[config.mk]
export PLATFORM = sky130hd
export DESIGN_NAME = stim_pulse_gen
export DESIGN_NICKNAME = d
export VERILOG_FILES = /design/src/rtl/stim_pulse_gen.sv
export SDC_FILE = /design/constraint.sdc
export NUM_CORES = 1
export LEC_CHECK = 0
export ABC_CLOCK_PERIOD_IN_PS = 7110
export BUFFER_PORTS_ARGS = -buffer_cell sky130_fd_sc_hd__buf_4
export CORE_AREA = 2 2 143 110
export CTS_BUF_LIST = sky130_fd_sc_hd__clkbuf_4 sky130_fd_sc_hd__clkbuf_8
export DETAILED_ROUTE_END_ITERATION = 12
export DIE_AREA = 0 0 145 112
export HOLD_SLACK_MARGIN = 0.06
export PLACE_DENSITY = 0.68
export SYNTH_ARGS = -nofsm -noshare
export SYNTH_HDL_FRONTEND = slang
export SYNTH_SLANG_ARGS = --single-unit
export TNS_END_PERCENT = 30
[constraint.sdc]
create_clock -name clk -period 7.11 [get_ports clk]
set_clock_uncertainty 0.15 [all_clocks]
set_input_delay 1.422 -clock clk [delete_from_list [all_inputs] [get_ports clk]]
set_output_delay 1.422 -clock clk [all_outputs]
set_load 0.02 [all_outputs]
[src/rtl/stim_pulse_gen.sv]
// Multi-channel stimulation pulse generator: monophasic or charge-balanced biphasic
// pulse trains with programmable width, period and burst length; all outputs registered.
module stim_pulse_gen #(
    parameter int N_CH    = 4,
    parameter int CNT_W   = 16,
    parameter int BURST_W = 8,
    parameter int IPG     = 1
) (
    input  logic               clk,
    input  logic               rst,
    input  logic               start,
    input  logic               stop,
    input  logic [N_CH-1:0]    ch_mask,
    input  logic               rr_mode,
    input  logic               biphasic,
    input  logic [CNT_W-1:0]   pulse_width,
    input  logic [CNT_W-1:0]   period,
    input  logic [BURST_W-1:0] burst_len,
    output logic [N_CH-1:0]    stim_pos,
    output logic [N_CH-1:0]    stim_neg,
    output logic               busy,
    output logic               done
);
    // Period arithmetic needs headroom for 2*pw+IPG on top of CNT_W.
    localparam int AW    = CNT_W + 2;
    localparam int PTR_W = (N_CH > 1) ? $clog2(N_CH) : 1;

    typedef enum logic [2:0] {IDLE, PH_A, GAP, PH_B, REST} state_t;

    state_t             state_q, state_d;
    logic [N_CH-1:0]    mask_q, mask_d, act_q, act_d;
    logic               rr_q, rr_d, bi_q, bi_d, stop_pend_q, stop_pend_d;
    logic [CNT_W-1:0]   pw_q, pw_d, period_q, period_d;
    logic [BURST_W-1:0] burst_q, burst_d, pcnt_q, pcnt_d;
    logic [AW-1:0]      per_q, per_d;
    logic [PTR_W-1:0]   ptr_q, ptr_d;
    logic [N_CH-1:0]    pos_q, pos_d, neg_q, neg_d;
    logic               busy_q, busy_d, done_q, done_d;

    logic [AW-1:0] pw_w, a_len, gap_end, per_ext, peff, per_inc;
    logic          end_act, pulse_end, go_idle, last_pulse;

    function automatic logic [PTR_W-1:0] find_ch(input logic [N_CH-1:0] m, input int base);
        logic [PTR_W-1:0] r;
        logic             found;
        int               idx;
        r     = '0;
        found = 1'b0;
        for (int i = 0; i < N_CH; i++) begin
            idx = (base + i) % N_CH;
            if (!found && ((m >> idx) & N_CH'(1)) != '0) begin
                r     = PTR_W'(idx);
                found = 1'b1;
            end
        end
        return r;
    endfunction

    function automatic logic [N_CH-1:0] onehot(input logic [PTR_W-1:0] p);
        return N_CH'(1) << p;
    endfunction

    assign pw_w    = (pw_q == '0) ? AW'(1) : AW'(pw_q);
    assign gap_end = pw_w + AW'(IPG);
    assign a_len   = bi_q ? (pw_w + pw_w + AW'(IPG)) : pw_w;
    assign per_ext = AW'(period_q);
    assign peff    = (per_ext > a_len) ? per_ext : a_len;
    assign per_inc = (per_q == '1) ? per_q : per_q + AW'(1);
    assign last_pulse = (burst_q != '0) &&
                        (({1'b0, pcnt_q} + (BURST_W+1)'(1)) == {1'b0, burst_q});

    always_comb begin
        state_d     = state_q;
        mask_d      = mask_q;
        rr_d        = rr_q;
        bi_d        = bi_q;
        pw_d        = pw_q;
        period_d    = period_q;
        burst_d     = burst_q;
        pcnt_d      = pcnt_q;
        per_d       = per_q;
        ptr_d       = ptr_q;
        act_d       = act_q;
        stop_pend_d = stop_pend_q;
        done_d      = 1'b0;
        end_act     = 1'b0;
        pulse_end   = 1'b0;
        go_idle     = 1'b0;

        case (state_q)
            IDLE: begin
                // busy_q is still high during the done cycle, so a start there is dropped.
                if (start && (ch_mask != '0) && !busy_q) begin
                    mask_d      = ch_mask;
                    rr_d        = rr_mode;
                    bi_d        = biphasic;
                    pw_d        = pulse_width;
                    period_d    = period;
                    burst_d     = burst_len;
                    pcnt_d      = '0;
                    per_d       = AW'(1);
                    stop_pend_d = 1'b0;
                    ptr_d       = find_ch(ch_mask, 0);
                    act_d       = rr_mode ? onehot(ptr_d) : ch_mask;
                    state_d     = PH_A;
                end
            end
            PH_A: begin
                per_d       = per_inc;
                stop_pend_d = stop_pend_q | stop;
                if (per_q >= pw_w) begin
                    if (bi_q) state_d = (IPG > 0) ? GAP : PH_B;
                    else      end_act = 1'b1;
                end
            end
            GAP: begin
                per_d       = per_inc;
                stop_pend_d = stop_pend_q | stop;
                if (per_q >= gap_end) state_d = PH_B;
            end
            PH_B: begin
                per_d       = per_inc;
                stop_pend_d = stop_pend_q | stop;
                if (per_q >= a_len) end_act = 1'b1;
            end
            REST: begin
                per_d = per_inc;
                if (stop)               go_idle   = 1'b1;
                else if (per_q >= peff) pulse_end = 1'b1;
            end
            default: state_d = IDLE;
        endcase

        // A stop seen anywhere in the active part skips REST but never truncates the pulse.
        if (end_act) begin
            if (stop_pend_q || stop) go_idle   = 1'b1;
            else if (a_len >= peff)  pulse_end = 1'b1;
            else                     state_d   = REST;
        end

        if (pulse_end) begin
            if (burst_q != '0) pcnt_d = (pcnt_q == '1) ? pcnt_q : pcnt_q + BURST_W'(1);
            if (last_pulse) begin
                go_idle = 1'b1;
            end else begin
                state_d = PH_A;
                per_d   = AW'(1);
                if (rr_q) begin
                    ptr_d = find_ch(mask_q, int'(ptr_q) + 1);
                    act_d = onehot(ptr_d);
                end
            end
        end

        if (go_idle) begin
            state_d = IDLE;
            done_d  = 1'b1;
        end

        pos_d  = (state_d == PH_A) ? act_d : '0;
        neg_d  = (state_d == PH_B) ? act_d : '0;
        busy_d = (state_d != IDLE) || done_d;
    end

    always_ff @(posedge clk or negedge rst) begin
        if (!rst) begin
            state_q     <= IDLE;
            mask_q      <= '0;
            rr_q        <= 1'b0;
            bi_q        <= 1'b0;
            pw_q        <= '0;
            period_q    <= '0;
            burst_q     <= '0;
            pcnt_q      <= '0;
            per_q       <= '0;
            ptr_q       <= '0;
            act_q       <= '0;
            stop_pend_q <= 1'b0;
            pos_q       <= '0;
            neg_q       <= '0;
            busy_q      <= 1'b0;
            done_q      <= 1'b0;
        end else begin
            state_q     <= state_d;
            mask_q      <= mask_d;
            rr_q        <= rr_d;
            bi_q        <= bi_d;
            pw_q        <= pw_d;
            period_q    <= period_d;
            burst_q     <= burst_d;
            pcnt_q      <= pcnt_d;
            per_q       <= per_d;
            ptr_q       <= ptr_d;
            act_q       <= act_d;
            stop_pend_q <= stop_pend_d;
            pos_q       <= pos_d;
            neg_q       <= neg_d;
            busy_q      <= busy_d;
            done_q      <= done_d;
        end
    end

    assign stim_pos = pos_q;
    assign stim_neg = neg_q;
    assign busy     = busy_q;
    assign done     = done_q;

endmodule

==> reports/qor.csv, run 1 <==
metric,value,unit
outcome,"finished, final reports clean",
dp_hpwl,14400,microns
cts_resized,0,
antenna_cells,0,
cts.sinks,92,
min_path_type,reg -> reg,
routedWlPerCell,16.4,microns
syn_area_per_cell,8.24,sq um
layoutNonFillerInstCount,1141,
period_share,0.895,
required,7.27,ns
fin_nets,1074,
syn_area,0.00730,sq mm
endpoint_kind,flip-flop,
gp_congestion,0.946,
cts_tree,yes,
startpoint_type,flip-flop,
synth_most_common_cell,nand2_1,
grt_setup_unrepaired,false,
cts_hold_buffers,0,
synth_edf_count,0,
postCtsSetupRepairBufs,0,
syn_inst,886,
grt_max_degree,60,
synth_top_area_cell,dfrtp_1,
cts_buffer_depth,2,
ys_top_cells_by_area,"dfrtp_1, ha_1, nand2_1, o21ai_0, nor2_1",
initial_utilization,0.490,
synth_cell_types,69,
cts-root-buf,clkbuf_8,
cts_made_buffers,9,
chipWidth,145,microns
power.leakage,3.92,nW
dieArea,0.0162,sq mm
arrival,6.52,ns
grt_pass1_vias,6098,
core,0.0149,sq mm
drcViolationCount,0,
tns,0,ns
fp.dieH,112,microns
drive_above_1_share,0.0983,
ff2ff_setup_slack,0.74,ns
maxCapViolCount,0,
async_flop_share,1.00,
insertion_delay,0.40,ns
drtAntennaViolNets,0,
crit_type,reg -> reg,
placedCellCount,1125,
row_count,39,
io_pins,60,
worst_pin_slew,1.07,ns
slew_viol_final,0,
powerDensity,447,mW/mm^2
synth.top_cell.area_share,0.316,
ys_seq_elements,92,
overflow,0,
setup_violations,0,
syn_to_final_growth,11.1,%
hold_viol_final,0,
multi_input_area,0.00467,sq mm
drt-pass1-iter-count,7,
synth_ff_type,dfrtp_1,
drt-total-wl,18700,microns
ir_drop,244,uV
regArea,0.00230,sq mm
crit_fanout,21,
yosys_warnings,0,
antenna_found_initial,0,
htreeDepth,3,
ys_seq_area_frac,0.316,
vias,6473,
first_iter_violations,477,
period_needed,6.37,ns
clock.fmax,157,MHz
fillers,1395,
synth_commonest_cells,"nand2_1, ha_1, dfrtp_1",
relSlewSlack,0.284,
syn-num-nets,1029,
via_per_inst,5.67,
grt_usage,0.240,
io_buffer_count,59,
clkSlewWorstSetupHoldPaths,0.09,ns
grt_pass1_wl,31300,microns
==> worst max-delay path, stage by stage (launching register included) <==
cell      delay, ns
dfrtp_1        0.55
buf_4          0.28
o21ai_0        0.33
inv_1          0.13
ha_1           0.20
maj3_1         0.35
maj3_1         0.36
a21oi_1        0.16
o31ai_1        0.08
a21oi_1        0.14
o21ai_0        0.11
o21ai_2        0.42
mux2i_1        0.24
ha_1           0.36
nand4_1        0.15
nor4_1         0.30
a211oi_1       0.08
o21ai_0        0.38
nor2_1         0.19
a221oi_4       0.47
and2_4         0.38
a41oi_1        0.22
nor3_1         0.25
==> cell usage in the layout (no fill, tap or decap), drive strengths merged, types with 4 or more instances in the layout <==
cell	instances
a211oi	15
a21o	13
a21oi	45
a221oi	4
a311oi	6
a31oi	18
a41oi	4
and2	5
and3	10
buf	63
clkbuf	10
dfrtp	92
ha	93
inv	55
maj3	4
mux2i	24
nand2	165
nand2b	7
nand3	24
nand4	20
nor2	65
nor2b	4
nor3	20
nor4	8
o211ai	4
o21a	5
o21ai	70
o22ai	6
o31ai	5
xnor2	24
xor2	6
==> area by class of cell <==
class	instances	share of cell area
sequential	92	0.284
clock inverter	6	0.00880
inverter	54	0.0250
timing repair buffer	63	0.0583
multi-input combinational	711	0.576
clock buffer	10	0.0162
tap	205	0.0316
==> power breakdown <==
group	switching (W)	internal, W
clock	0.000206	0.000170
sequential	0.000267	0.000704
combinational	0.00134	0.000930
total	0.00182	0.00180
==> state kept, by name (all words and copies together), names as in the netlist <==
signal,flops
mask_q,4
stim_pos,4
pw_q,16
ptr_q,2
period_q,16
pcnt_q,8
state_q,3
busy,1
done,1
act_q,4
stim_neg,4
per_q,18
stop_pend_q,1
bi_q,1
burst_q,8
rr_q,1
==> worst paths after layout <==
kind	to	from	cells past startpoint
setup / recovery	stim_pos[1]	bi_q	22
hold / removal	period_q[2]	period_q[2]	2
setup reg to reg	stim_pos[1]	bi_q	22
hold reg to reg	period_q[2]	period_q[2]	2
max in group asynchronous	burst_q[4]	rst	2
min in group asynchronous	per_q[16]	rst	1
==> metal layers <==
metal / vias to the layer above / track usage / wire length, microns
met5: - / 0 / 0
met4: 0 / 0.0469 / 213
met3: 21 / 0.0660 / 1230
met2: 168 / 0.362 / 8040
met1: 3011 / 0.348 / 9230
li1: 3273 / - / -
==> stage by stage <==
stage / utilization / power (W) / cell area [sq um] / worst slack [ns] / hold WS, ns
after global routing: 0.545 / 0.00402 / 8110 / 0.0867 / 0.416
after CTS: 0.545 / 0.00361 / 8110 / 0.778 / 0.395
final: 0.545 / 0.00362 / 8110 / 0.744 / 0.383
after detailed placement: 0.531 / 0.00322 / 7910 / 0.797 / 0.372
after floorplan: - / 0.00262 / 7300 / 1.52 / 0.324
after global placement: 0.531 / 0.00320 / 7910 / 0.963 / 0.359
==> logic make-up after synthesis <==
group           count (synthesis)  synth area share
fa+ha+maj                      97             0.165
xor+xnor                       30            0.0360
compound gates                217             0.192
buf+inv                        83            0.0454
mux                            24            0.0334
flops                          92             0.316
simple gates                  343             0.212
No activity file was read; power rests on OpenSTA's default activity.
==> run 2, diff against run 1 <==
REMOVE_ABC_BUFFERS = 1   (was default)
==> reports/qor.csv, run 2 (synthesis gave the netlist of run 1 again) <==
metric,value,unit,change
maxCapViolCount,0,,unchanged
slew_viol_final,0,,unchanged
min_path_type,reg -> reg,,unchanged
vias,6514,,was 6473
fin_nets,1075,,was 1074
regMostFlops,per_q,,unchanged
cts_tree,yes,,unchanged
grt_usage,0.245,,was 0.240
antenna_found_initial,0,,unchanged
postCtsSetupRepairBufs,0,,unchanged
drive_above_1_share,0.0993,,was 0.0983
layout_commonest_cell,nand2_1,,unchanged
cts.sinks,92,,unchanged
htreeDepth,3,,unchanged
syn_to_final_growth,11.0,%,was 11.1%
dieArea,0.0162,sq mm,unchanged
drt-total-wl,19200,microns,was 18700 microns
ir_drop,241,uV,was 244 uV
crit_type,reg -> reg,,unchanged
drtAntennaViolNets,0,,unchanged
clkSlewWorstSetupHoldPaths,0.10,ns,was 0.09 ns
chipWidth,145,microns,unchanged
setup_violations,0,,unchanged
io_pins,60,,unchanged
cts_hold_buffers,0,,unchanged
cts_resized,0,,unchanged
via_per_inst,5.70,,was 5.67
largest_register_ff_count,18,,unchanged
cts_made_buffers,9,,unchanged
initial_utilization,0.490,,unchanged
dp_hpwl,14700,microns,was 14400 microns
antenna_cells,0,,unchanged
grt_setup_unrepaired,false,,unchanged
crit_fanout,21,,unchanged
powerDensity,449,mW/mm^2,was 447 mW/mm^2
startpoint_type,flip-flop,,unchanged
tns,0,ns,unchanged
layout_common_cells,"nand2_1, ha_1, dfrtp_1, o21ai_0",,"was nand2_1, ha_1, dfrtp_1, o21ai_0, nor2_1"
arrival,6.56,ns,was 6.52 ns
outcome,"finished, final reports clean",,unchanged
fp.dieH,112,microns,unchanged
worst_pin_slew,0.890,ns,was 1.07 ns
endpoint_kind,flip-flop,,unchanged
hold_viol_final,0,,unchanged
drcViolationCount,0,,unchanged
gp_congestion,0.958,,was 0.946
relSlewSlack,0.407,,was 0.284
grt_max_degree,70,,was 60
period_share,0.902,,was 0.895
layoutNonFillerInstCount,1142,,was 1141
placedCellCount,1126,,was 1125
grt_pass1_wl,31700,microns,was 31300 microns
drt-pass1-iter-count,5,,was 7
first_iter_violations,628,,was 477
io_buffer_count,59,,unchanged
cts-root-buf,clkbuf_8,,unchanged
ff2ff_setup_slack,0.70,ns,was 0.74 ns
required,7.26,ns,was 7.27 ns
cts_buffer_depth,2,,unchanged
row_count,39,,unchanged
overflow,0,,unchanged
clock.fmax,156,MHz,was 157 MHz
period_needed,6.41,ns,was 6.37 ns
core,0.0149,sq mm,unchanged
reg.largest.list,"per_q x18, period_q x16, pw_q x16",,unchanged
power.leakage,3.92,nW,about the same
insertion_delay,0.39,ns,was 0.40 ns
grt_pass1_vias,5952,,was 6098
routedWlPerCell,16.8,microns,was 16.4 microns
==> run 2: cell types whose count changed in the layout (fill, tap and decap cells not counted) <==
cell,previous run,this run
clkbuf_8,9,10
clkbuf_4,1,0
bufinv_16,1,0
clkinv_2,0,1
clkinv_4,1,2
clkinvlp_4,2,1
buf_4,63,64
==> run 2: routing by layer <==
metal / routed length, microns / track usage
met2: 7740 / 0.345
met1: 9720 / 0.382
met3: 1500 / 0.0578
met4: 219 / 0.0462
met5: 0 / 0
==> run 2: power by group <==
group / leakage, nW / internal [W] / switching (W)
logic: 2.65 / 0.000938 / 0.00138
clock network: 0.0933 / 0.000140 / 0.000208
registers: 1.18 / 0.000705 / 0.000264
total: 3.92 / 0.00178 / 0.00186
==> run 2: path summary, 6_finish.rpt <==
check                            startpoint           to  cells past startpoint
worst max-delay path                   bi_q  stim_pos[1]                     23
worst min-delay path            period_q[1]  period_q[1]                      2
worst max register to register         bi_q  stim_pos[1]                     23
worst min register to register  period_q[1]  period_q[1]                      2
max in group asynchronous               rst   burst_q[3]                      2
min in group asynchronous               rst     pw_q[12]                      1
==> run 2: through the flow <==
step                 util  setup slack, ns  power, W  instance area (sq um)  hold slack [ns]
finish              0.544            0.697   0.00364                   8100            0.389
global route        0.544            0.175   0.00403                   8100            0.410
CTS                 0.544            0.817   0.00361                   8100            0.394
detailed placement  0.532            0.861   0.00325                   7910            0.371
global placement    0.532             1.11   0.00321                   7910            0.364
floorplan               -             1.56   0.00259                   7170            0.324
==> run 2: critical path, cell delays in order (launching register included) <==
cell and delay (ns):
dfrtp_1 0.61, buf_4 0.30, o21ai_0 0.34, inv_1 0.12
ha_1 0.20, maj3_1 0.34, maj3_1 0.37, a21oi_1 0.16
o31ai_1 0.08, a21oi_1 0.13, o21ai_0 0.10, o21ai_2 0.08
buf_4 0.30, mux2i_1 0.32, ha_1 0.20, nand4_1 0.16
nor4_1 0.34, a211oi_1 0.08, o21ai_0 0.30, nor2_1 0.17
a221oi_4 0.55, and2_4 0.41, a41oi_1 0.24, nor3_1 0.26
==> run 2: cell type report <==
type / instances / area [sq um]
well taps: 205 / 256
clock buffers: 10 / 138
inverters: 54 / 203
flip-flops and latches: 92 / 2300
fillers: 1424 / 6790
repair buffers: 64 / 480
clock inverters: 6 / 47.5
multi-input cells: 711 / 4670
==> run 3, diff against run 2 <==
PLACE_DENSITY = 0.79   (was 0.68)
==> reports/qor.csv, run 3 (synthesis gave the netlist of run 1 again) <==
metric,value,unit,change
grt_usage,0.241,,was 0.245
grt_pass1_vias,6141,,was 5952
insertion_delay,0.38,ns,was 0.39 ns
grt_setup_unrepaired,false,,unchanged
regMostFlops,per_q,,unchanged
antenna_cells,0,,unchanged
worst_pin_slew,0.859,ns,was 0.890 ns
endpoint_kind,flip-flop,,unchanged
row_count,39,,unchanged
fillers,1375,,was 1424
postCtsSetupRepairBufs,0,,unchanged
routedWlPerCell,16.7,microns,was 16.8 microns
drtAntennaViolNets,0,,unchanged
gp_congestion,0.964,,was 0.958
setup_violations,0,,unchanged
io_buffer_count,59,,unchanged
drt-pass1-iter-count,5,,unchanged
r2r_end,stim_pos[1],,unchanged
hold_start,period_q[1],,unchanged
overflow,0,,unchanged
required,7.25,ns,was 7.26 ns
min_path_type,reg -> reg,,unchanged
chipWidth,145,microns,unchanged
io_pins,60,,unchanged
layout_common_cells,"nand2_1, ha_1, dfrtp_1, o21ai_0",,unchanged
core,0.0149,sq mm,unchanged
arrival,6.61,ns,was 6.56 ns
p_clk_frac,0.093,,was 0.096
grt_max_degree,71,,was 70
placedCellCount,1126,,unchanged
power.leakage,3.91,nW,was 3.92 nW
outcome,"finished, final reports clean",,unchanged
ff2ff_setup_slack,0.64,ns,was 0.70 ns
relSlewSlack,0.427,,was 0.407
initial_utilization,0.490,,unchanged
crit_fanout,21,,unchanged
r2r-start,bi_q,,unchanged
via_per_inst,5.90,,was 5.70
syn_to_final_growth,10.9,%,was 11.0%
whs_endpoint,period_q[1],,unchanged
p_total,0.00363,W,was 0.00364 W
cts_made_buffers,9,,unchanged
cts_resized,0,,unchanged
layout_commonest_cell,nand2_1,,unchanged
cts_buffer_depth,2,,unchanged
drive_above_1_share,0.0993,,unchanged
p_sw,0.00185,W,was 0.00186 W
startpoint_type,flip-flop,,unchanged
cts_tree,yes,,unchanged
drcViolationCount,0,,unchanged
dp_hpwl,14600,microns,was 14700 microns
cts.sinks,92,,unchanged
dieArea,0.0162,sq mm,unchanged
period_share,0.909,,was 0.902
crit_start,bi_q,,unchanged
hold_viol_final,0,,unchanged
largest_register_ff_count,18,,unchanged
whs_path_depth,2,,unchanged
fin_nets,1075,,unchanged
htreeDepth,3,,unchanged
cts-root-buf,clkbuf_8,,unchanged
reg.largest.list,"per_q x18, period_q x16, pw_q x16",,unchanged
maxCapViolCount,0,,unchanged
clkSlewWorstSetupHoldPaths,0.09,ns,was 0.10 ns
drt-total-wl,19100,microns,was 19200 microns
vias,6740,,was 6514
powerDensity,449,mW/mm^2,about the same
slew_viol_final,0,,unchanged
clock.fmax,155,MHz,was 156 MHz
period_needed,6.47,ns,was 6.41 ns
fp.dieH,112,microns,unchanged
grt_pass1_wl,31700,microns,about the same
cts_hold_buffers,0,,unchanged
comb_power_share,0.639,,was 0.638
tns,0,ns,unchanged
antenna_found_initial,0,,unchanged
layoutNonFillerInstCount,1142,,unchanged
first_iter_violations,745,,was 628
power.internal,0.00178,W,about the same
reg2reg_depth,23,,unchanged
crit_type,reg -> reg,,unchanged
p_seq_frac,0.268,,was 0.266
ir_drop,200,uV,was 241 uV
swShare,0.510,,about the same
[run 3: changes by cell type in the layout (fill, tap and decap cells not counted), sizes merged]
cell,before,now
clkinvlp,1,3
clkinv,4,2
[run 3: critical path: stages (launching register included)]
cell	delay, ns
dfrtp_1	0.66
o21ai_0	0.46
inv_1	0.12
ha_1	0.32
a21o_1	0.19
maj3_1	0.34
a21o_1	0.18
a211oi_1	0.23
nor2_1	0.10
a21oi_1	0.11
o21ai_0	0.11
o21ai_2	0.21
buf_4	0.31
mux2i_1	0.13
ha_1	0.33
nand4_1	0.10
nor4_1	0.37
a211oi_1	0.09
o21ai_0	0.28
nor2_1	0.17
a221oi_4	0.52
and2_4	0.39
a41oi_1	0.25
nor3_1	0.26
[run 3: cell type report]
class                   instances  area [sq um]  area share
clock buffers                  10           138      0.0170
clock inverters                 6          45.0     0.00556
inverters                      54           203      0.0250
multi-input cells             711          4670       0.577
flip-flops and latches         92          2300       0.284
well taps                     205           256      0.0317
repair buffers                 64           480      0.0594
[run 3: worst max-delay path by stage]
stage / end / cells after the start
2_1_floorplan: stim_pos[0] / 22
3_3_place_gp: stim_pos[0] / 22
3_5_place_dp: stim_pos[1] / 23
4_1_cts: stim_pos[1] / 23
5_1_grt: stim_pos[1] / 23
6_report: stim_pos[1] / 23
[run 3: metrics by stage]
step | instance area [sq um] | hold WS, ns | setup slack [ns] | utilization
3_3_place_gp | 7910 | 0.364 | 1.04 | 0.532
6_report | 8100 | 0.381 | 0.645 | 0.544
3_5_place_dp | 7910 | 0.365 | 0.828 | 0.532
2_1_floorplan | 7170 | 0.324 | 1.56 | -
4_1_cts | 8100 | 0.390 | 0.755 | 0.544
5_1_grt | 8100 | 0.416 | 0.180 | 0.544
[run 3: power groups by stage]
stage	clock (W)	combinational (W)	sequential (W)
floorplan	0	0.00169	0.000904
global placement	0	0.00224	0.000970
detailed placement	0	0.00227	0.000971
CTS	0.000349	0.00229	0.000963
global route	0.000369	0.00261	0.00100
finish	0.000339	0.00232	0.000973
[run 3: layer usage]
metal / track usage / part of all wire / up-vias
met2: 0.350 / 0.41 / 295
li1: - / - / 3278
met5: 0 / 0 / -
met1: 0.362 / 0.49 / 3133
met4: 0.0660 / 0.017 / 0
met3: 0.0492 / 0.084 / 34
